### config.mk
export PLATFORM = sky130hd
export DESIGN_NAME = wb_port_arb
export DESIGN_NICKNAME = d
export VERILOG_FILES = /design/src/rtl/wb_port_arb.sv
export SDC_FILE = /design/constraint.sdc
export NUM_CORES = 1
export LEC_CHECK = 0
export CAP_MARGIN = 20
export CORE_MARGIN = 3
export CORE_UTILIZATION = 35
export DETAILED_ROUTE_END_ITERATION = 16
export PLACE_DENSITY = 0.58
export RECOVER_POWER = 100
export SLEW_MARGIN = 30
export SYNTH_ARGS = -nofsm -noshare
export SYNTH_HDL_FRONTEND = slang
export SYNTH_SLANG_ARGS = --single-unit
### constraint.sdc
create_clock -name clk -period 7.58 [get_ports clk]
set_input_delay 1.137 -clock clk [delete_from_list [all_inputs] [get_ports clk]]
set_output_delay 1.137 -clock clk [all_outputs]
set_load 0.03 [all_outputs]
### src/rtl/wb_port_arb.sv
`timescale 1ns/1ps
`default_nettype none
// ============================================================================
// Module   : wb_port_arb
// Function : Four per-producer writeback FIFOs arbitrated with rotating
//            priority onto three register-file write ports, with no two
//            same-register writes issued in one cycle.
// Revision : 1.0 - initial release
// ============================================================================
module wb_port_arb #(
    parameter int DEPTH = 2
) (
    input  logic        clk,
    input  logic        reset,
    input  logic        flush,
    input  logic [3:0]  req_valid,
    output logic [3:0]  req_ready,
    input  logic [11:0] req_waddr,
    input  logic [63:0] req_wdata,
    input  logic [23:0] req_wrob,
    output logic        wen0,
    output logic        wen1,
    output logic        wen2,
    output logic [2:0]  waddr0,
    output logic [2:0]  waddr1,
    output logic [2:0]  waddr2,
    output logic [15:0] wdata0,
    output logic [15:0] wdata1,
    output logic [15:0] wdata2,
    output logic [5:0]  wrob0,
    output logic [5:0]  wrob1,
    output logic [5:0]  wrob2
);

    localparam int             c_AW      = $clog2(DEPTH);
    localparam int             c_CW      = c_AW + 1;
    localparam logic [c_CW-1:0] c_FULL   = c_CW'(DEPTH);
    localparam logic [c_CW-1:0] c_CNT1   = c_CW'(1);
    localparam logic [c_AW-1:0] c_PTR1   = c_AW'(1);

    // Entry layout: {waddr[24:22], wdata[21:6], wrob[5:0]}
    logic [24:0]       r_mem   [4][DEPTH];
    logic [c_AW-1:0]   r_wptr  [4];
    logic [c_AW-1:0]   r_rptr  [4];
    logic [c_CW-1:0]   r_count [4];
    logic [1:0]        r_rr;

    logic [2:0]        r_wen;
    logic [2:0]        r_waddr [3];
    logic [15:0]       r_wdata [3];
    logic [5:0]        r_wrob  [3];

    logic [24:0]       w_head  [4];
    logic [24:0]       w_in    [4];
    logic [3:0]        w_push;
    logic [3:0]        w_gnt;
    logic [2:0]        w_port_vld;
    logic [24:0]       w_port_data [3];
    logic              w_any;
    logic [1:0]        w_last;

    for (genvar p = 0; p < 4; p++) begin : g_prod
        assign w_head[p]    = r_mem[p][r_rptr[p]];
        assign w_in[p]      = {req_waddr[3*p +: 3], req_wdata[16*p +: 16], req_wrob[6*p +: 6]};
        assign w_push[p]    = req_valid[p] && (r_count[p] != c_FULL);
        assign req_ready[p] = (r_count[p] != c_FULL) && !reset;

        always_ff @(posedge clk) begin
            if (w_push[p] && !reset && !flush) begin
                r_mem[p][r_wptr[p]] <= w_in[p];
            end
        end

        always_ff @(posedge clk) begin
            if (reset || flush) begin
                r_wptr[p]  <= '0;
                r_rptr[p]  <= '0;
                r_count[p] <= '0;
            end else begin
                if (w_push[p]) begin
                    r_wptr[p] <= r_wptr[p] + c_PTR1;
                end
                if (w_gnt[p]) begin
                    r_rptr[p] <= r_rptr[p] + c_PTR1;
                end
                case ({w_push[p], w_gnt[p]})
                    2'b10:   r_count[p] <= r_count[p] + c_CNT1;
                    2'b01:   r_count[p] <= r_count[p] - c_CNT1;
                    default: r_count[p] <= r_count[p];
                endcase
            end
        end
    end

    // Rotating scan from r_rr; a head is skipped when its register is already
    // being written this cycle, and the scan saturates at three grants.
    always_comb begin : p_arb
        logic [3:0]  gnt;
        logic [2:0]  vld;
        logic [24:0] data [3];
        logic [1:0]  ngnt;
        logic [1:0]  last;
        logic [1:0]  idx;
        logic        conflict;

        gnt  = '0;
        vld  = '0;
        data = '{default: '0};
        ngnt = '0;
        last = r_rr;
        idx  = '0;
        conflict = 1'b0;

        for (int k = 0; k < 4; k++) begin
            idx      = r_rr + 2'(k);
            conflict = 1'b0;
            for (int j = 0; j < 3; j++) begin
                if (vld[j] && (data[j][24:22] == w_head[idx][24:22])) begin
                    conflict = 1'b1;
                end
            end
            if ((r_count[idx] != '0) && !conflict && (ngnt != 2'd3)) begin
                gnt[idx] = 1'b1;
                case (ngnt)
                    2'd0: begin vld[0] = 1'b1; data[0] = w_head[idx]; end
                    2'd1: begin vld[1] = 1'b1; data[1] = w_head[idx]; end
                    default: begin vld[2] = 1'b1; data[2] = w_head[idx]; end
                endcase
                ngnt = ngnt + 2'd1;
                last = idx;
            end
        end

        w_gnt       = gnt;
        w_port_vld  = vld;
        w_port_data = data;
        w_any       = (ngnt != 2'd0);
        w_last      = last;
    end

    always_ff @(posedge clk) begin
        if (reset) begin
            r_wen <= '0;
            r_rr  <= '0;
            for (int i = 0; i < 3; i++) begin
                r_waddr[i] <= '0;
                r_wdata[i] <= '0;
                r_wrob[i]  <= '0;
            end
        end else if (flush) begin
            r_wen <= '0;
        end else begin
            r_wen <= w_port_vld;
            for (int i = 0; i < 3; i++) begin
                if (w_port_vld[i]) begin
                    r_waddr[i] <= w_port_data[i][24:22];
                    r_wdata[i] <= w_port_data[i][21:6];
                    r_wrob[i]  <= w_port_data[i][5:0];
                end
            end
            if (w_any) begin
                r_rr <= w_last + 2'd1;
            end
        end
    end

    assign wen0   = r_wen[0];
    assign wen1   = r_wen[1];
    assign wen2   = r_wen[2];
    assign waddr0 = r_waddr[0];
    assign waddr1 = r_waddr[1];
    assign waddr2 = r_waddr[2];
    assign wdata0 = r_wdata[0];
    assign wdata1 = r_wdata[1];
    assign wdata2 = r_wdata[2];
    assign wrob0  = r_wrob[0];
    assign wrob1  = r_wrob[1];
    assign wrob2  = r_wrob[2];

endmodule
`default_nettype wire

==> key figures <==
CTS
  – # clock sinks: 298
  – Clock tree buffer depth: 3
  – CTS Buf Count: 34
  – H-tree levels: 2
  – CTS Hold Buffers Added: 0
  – Clk_lat worst skew: 0.55 ns
  – CTS tree: yes
  – Root buffer cell: clkbuf_16
  – Setup bufs post-CTS: 0
  – PostCTS Resize Cnt: 0
  – Worst-path clk slew: 0.06 ns

Yosys
  – Post-Synth Simple-Gate Area: 0.111
  – Netlist Area Pre-Place: 15900 sq um
  – Post-synth top flop: edfxtp_1
  – Biggest area consumer among synthesized cells: edfxtp_1
  – Syn nets: 1527
  – Async S/R FF share, synth: 0
  – Adder-cell share of the synthesized area: 0.0181
  – Syn Area/Cell: 11.4 sq um
  – Top cell type's share of synthesized area: 0.550
  – Post-synthesis xor/xnor area fraction: 0.0104
  – Number of synthesized register bits: 298
  – Sequential-to-total area share from yosys stat: 0.559
  – Main combinational cell family by area after synthesis: compound AO/OA/AOI/OAI gates
  – Number of enable flip-flop cells after synthesis: 291
  – Post-synth top cells: 291 x edfxtp_1, 153 x nor2_1, 126 x a21oi_1, 114 x nand2_1, 109 x mux2i_1
  – Compound-Gate Fraction of Synth Area: 0.150
  – Synth Instances: 1397
  – Synth area leaders: edfxtp_1 55%, mux2i_1 6.9%, a21oi_1 4.0%, nor2_1 3.6%, mux2_2 3.2%
  – YS warnings: 0
  – Synth cell types: 70
  – Most frequent cell after synthesis: edfxtp_1
  – Mux cell area share after synthesis: 0.118

STA
  – Slew @ Worst Pin: 1.79 ns
  – Clock period minus worst slack: 6.79 ns
  – Highest achievable clock rate: 147 MHz
  – Final Hold Viols: 0
  – Setup tns final: 0 ns
  – Final setup vio count: 0
  – Max-slew violations: 130
  – Clock skew: 0.0150 ns
  – Max transition margin: -0.196
  – RSZ-0062 raised after global routing: false
  – Period utilization: 0.896

Place
  – Final HPWL DP: 34.4 mm
  – Gpl congestion: 0.879
  – Cell Area, Placed: 18400 sq um
  – Port Buf Inserts: 188
  – Placed instance count: 2109

Floorplanning
  – Initial Util: 0.357
  – Die area: 48000 sq um
  – # rows: 77
  – # IOs: 189
  – CORE AREA: 44500 sq um
  – Die Height: 219 um
  – Die W: 219 um

Drt
  – Met3 wire length: 3.61 mm
  – Vias per inst: 5.36
  – Final ANT Viol Nets: 0
  – Via count: 11600
  – First drt pass iteration count: 6
  – Residual DRC: 0
  – Met1 WL: 22.3 mm
  – DR top layer: met5
  – DRT iter0 DRCs: 1359
  – WL met2: 18.5 mm
  – Routed wire length: 45.5 mm
  – WL per Instance: 21.0 um

Layout
  – P&R area growth vs syn: 21.8%
  – Multi-input gate area: 6440 sq um
  – Reg area: 8880 sq um
  – Post-layout nets: 1683
  – Number of fill cells in the layout: 4167
  – Fin util: 0.435
  – Finished Cell Area: 19400 sq um
  – Post-Layout Cell Count: 2172
  – Layout cell share with drive strength beyond 1: 0.106

Worst hold path
  – Hold Crit Class: register to register
  – Hold EP: r_wptr[0]
  – Hold path startpoint: r_wptr[0]
  – Worst Hold Depth: 1

Run status
  – Failing checks: capacitance limit, slew limit
  – Status: finished, violations left

Pwr
  – Power Dens Cells: 479 nW/um^2
  – Leak: 6.66 nW
  – VDD IR max: 0.351 mV

Setup path
  – Req. time, crit path: 7.79 ns
  – Critical R2R Launch: r_rr[0]
  – Worst R2R End: r_count[1][1]
  – Top delay family on crit path: simple AND/OR/NAND/NOR gates
  – CP Buf/Inv Count: 3
  – Crit path launch type: register
  – Crit-path max FO: 95
  – Crit-path max cell delay: 0.77 ns
  – R2R cell count: 17
  – CP Capture Type: register
  – CP Class: register to register
  – Arr. time, crit path: 7.00 ns
  – Worst-path cell chain: inv_1 -> buf_4 -> mux4_2 -> or3_1 -> a211o_1 -> nor3_1 -> nor2_1 -> ha_1 -> inv_1 -> or4_4 -> mux2i_1 -> xnor2_1 -> a41o_1 -> nor2_2 -> a21boi_1 -> ha_1 -> o21ai_0
  – R2R setup slack: 0.79 ns
  – Crit-path slowest cell: buf_4

GRT
  – Gr ovfl total: 0
  – Initial antenna violation count: 4
  – Largest net degree at the start of global routing: 108
  – Vias in the first global route: 10700
  – GR Util All Layers: 0.186
  – Global-route wire length before repair: 67.5 mm

Run
  – Max-cap violations: 6
[cell type report]
cell class / instances / share of cell area
Antenna cell: 1 / 0.000129
Clock buffer: 37 / 0.0445
Clock inverter: 25 / 0.0134
Inverter: 25 / 0.00485
Multi-Input combinational cell: 973 / 0.333
Sequential cell: 298 / 0.459
Tap cell: 592 / 0.0383
Timing Repair Buffer: 221 / 0.108
[where the power goes]
group          switching, mW  internal (mW)  total [mW]
clock                  0.678          0.941        1.62
combinational           3.63           1.72        5.34
sequential             0.113           2.21        2.32
total                   4.42           4.87        9.28
[worst max path at each step]
stage / from / endpoint / slack [ns] / depth (start not counted)
final: r_rr[0] / r_count[1][1] / 0.79 / 17
after global routing: r_rr[0] / r_count[1][1] / 0.24 / 19
after CTS: r_rr[0] / r_count[1][1] / 0.97 / 17
after detailed placement: r_rr[0] / r_count[1][1] / 1.02 / 17
after global placement: r_rptr[0] / r_count[0][0] / 1.19 / 20
after floorplan: r_rr[0] / r_waddr[0][6] / 0.0003 / 24
[registers in the layout (all words and copies together), names as in the netlist, named ones only]
name and cells:
r_wdata 48, r_rptr 4, r_waddr 9, r_rr 2, r_wen 3, r_mem 200, r_count 8, r_wptr 4
r_wrob 18
[stage by stage]
stage | total power [mW] | hold WS (ns) | setup WS [ns]
2_1_floorplan | 6.27 | 0.558 | 0.000308
3_3_place_gp | 7.77 | 0.599 | 1.19
3_5_place_dp | 7.82 | 0.605 | 1.02
4_1_cts | 9.48 | 0.617 | 0.974
5_1_grt | 9.89 | 0.644 | 0.236
6_report | 9.28 | 0.612 | 0.791
[layout by cell type (no fill, tap or decap), drive strengths merged, types with 5 or more instances in the layout]
master / count
nor2: 154
nor3: 23
nand3: 52
clkinv: 17
a211oi: 67
ha: 23
buf: 19
mux4: 12
dlygate4sd3: 183
or2: 8
a21boi: 5
mux2i: 109
a21oi: 126
a31oi: 22
clkdlybuf4s50: 5
nor2b: 24
inv: 25
xor2: 9
clkbuf: 51
xnor2: 9
mux2: 45
o21ai: 102
edfxtp: 291
nand2: 114
clkinvlp: 5
and3: 6
dfxtp: 7
[routing by layer]
metal / up-vias / global-route usage
met5: - / 0
met4: 4 / 0.0512
met3: 71 / 0.0348
met2: 480 / 0.258
met1: 5533 / 0.294
li1: 5559 / -
[kinds of logic (layout without fill, tap and decap cells)]
family          count (synthesis)  count (layout)
simple gates                  399             399
compound gates                367             367
flops                         298             298
mux                           166             166
buf+inv                       126             308
fa+ha+maj                      23              23
xor+xnor                       18              18
other cells                     0               1
(Power assumes the default switching activity.)
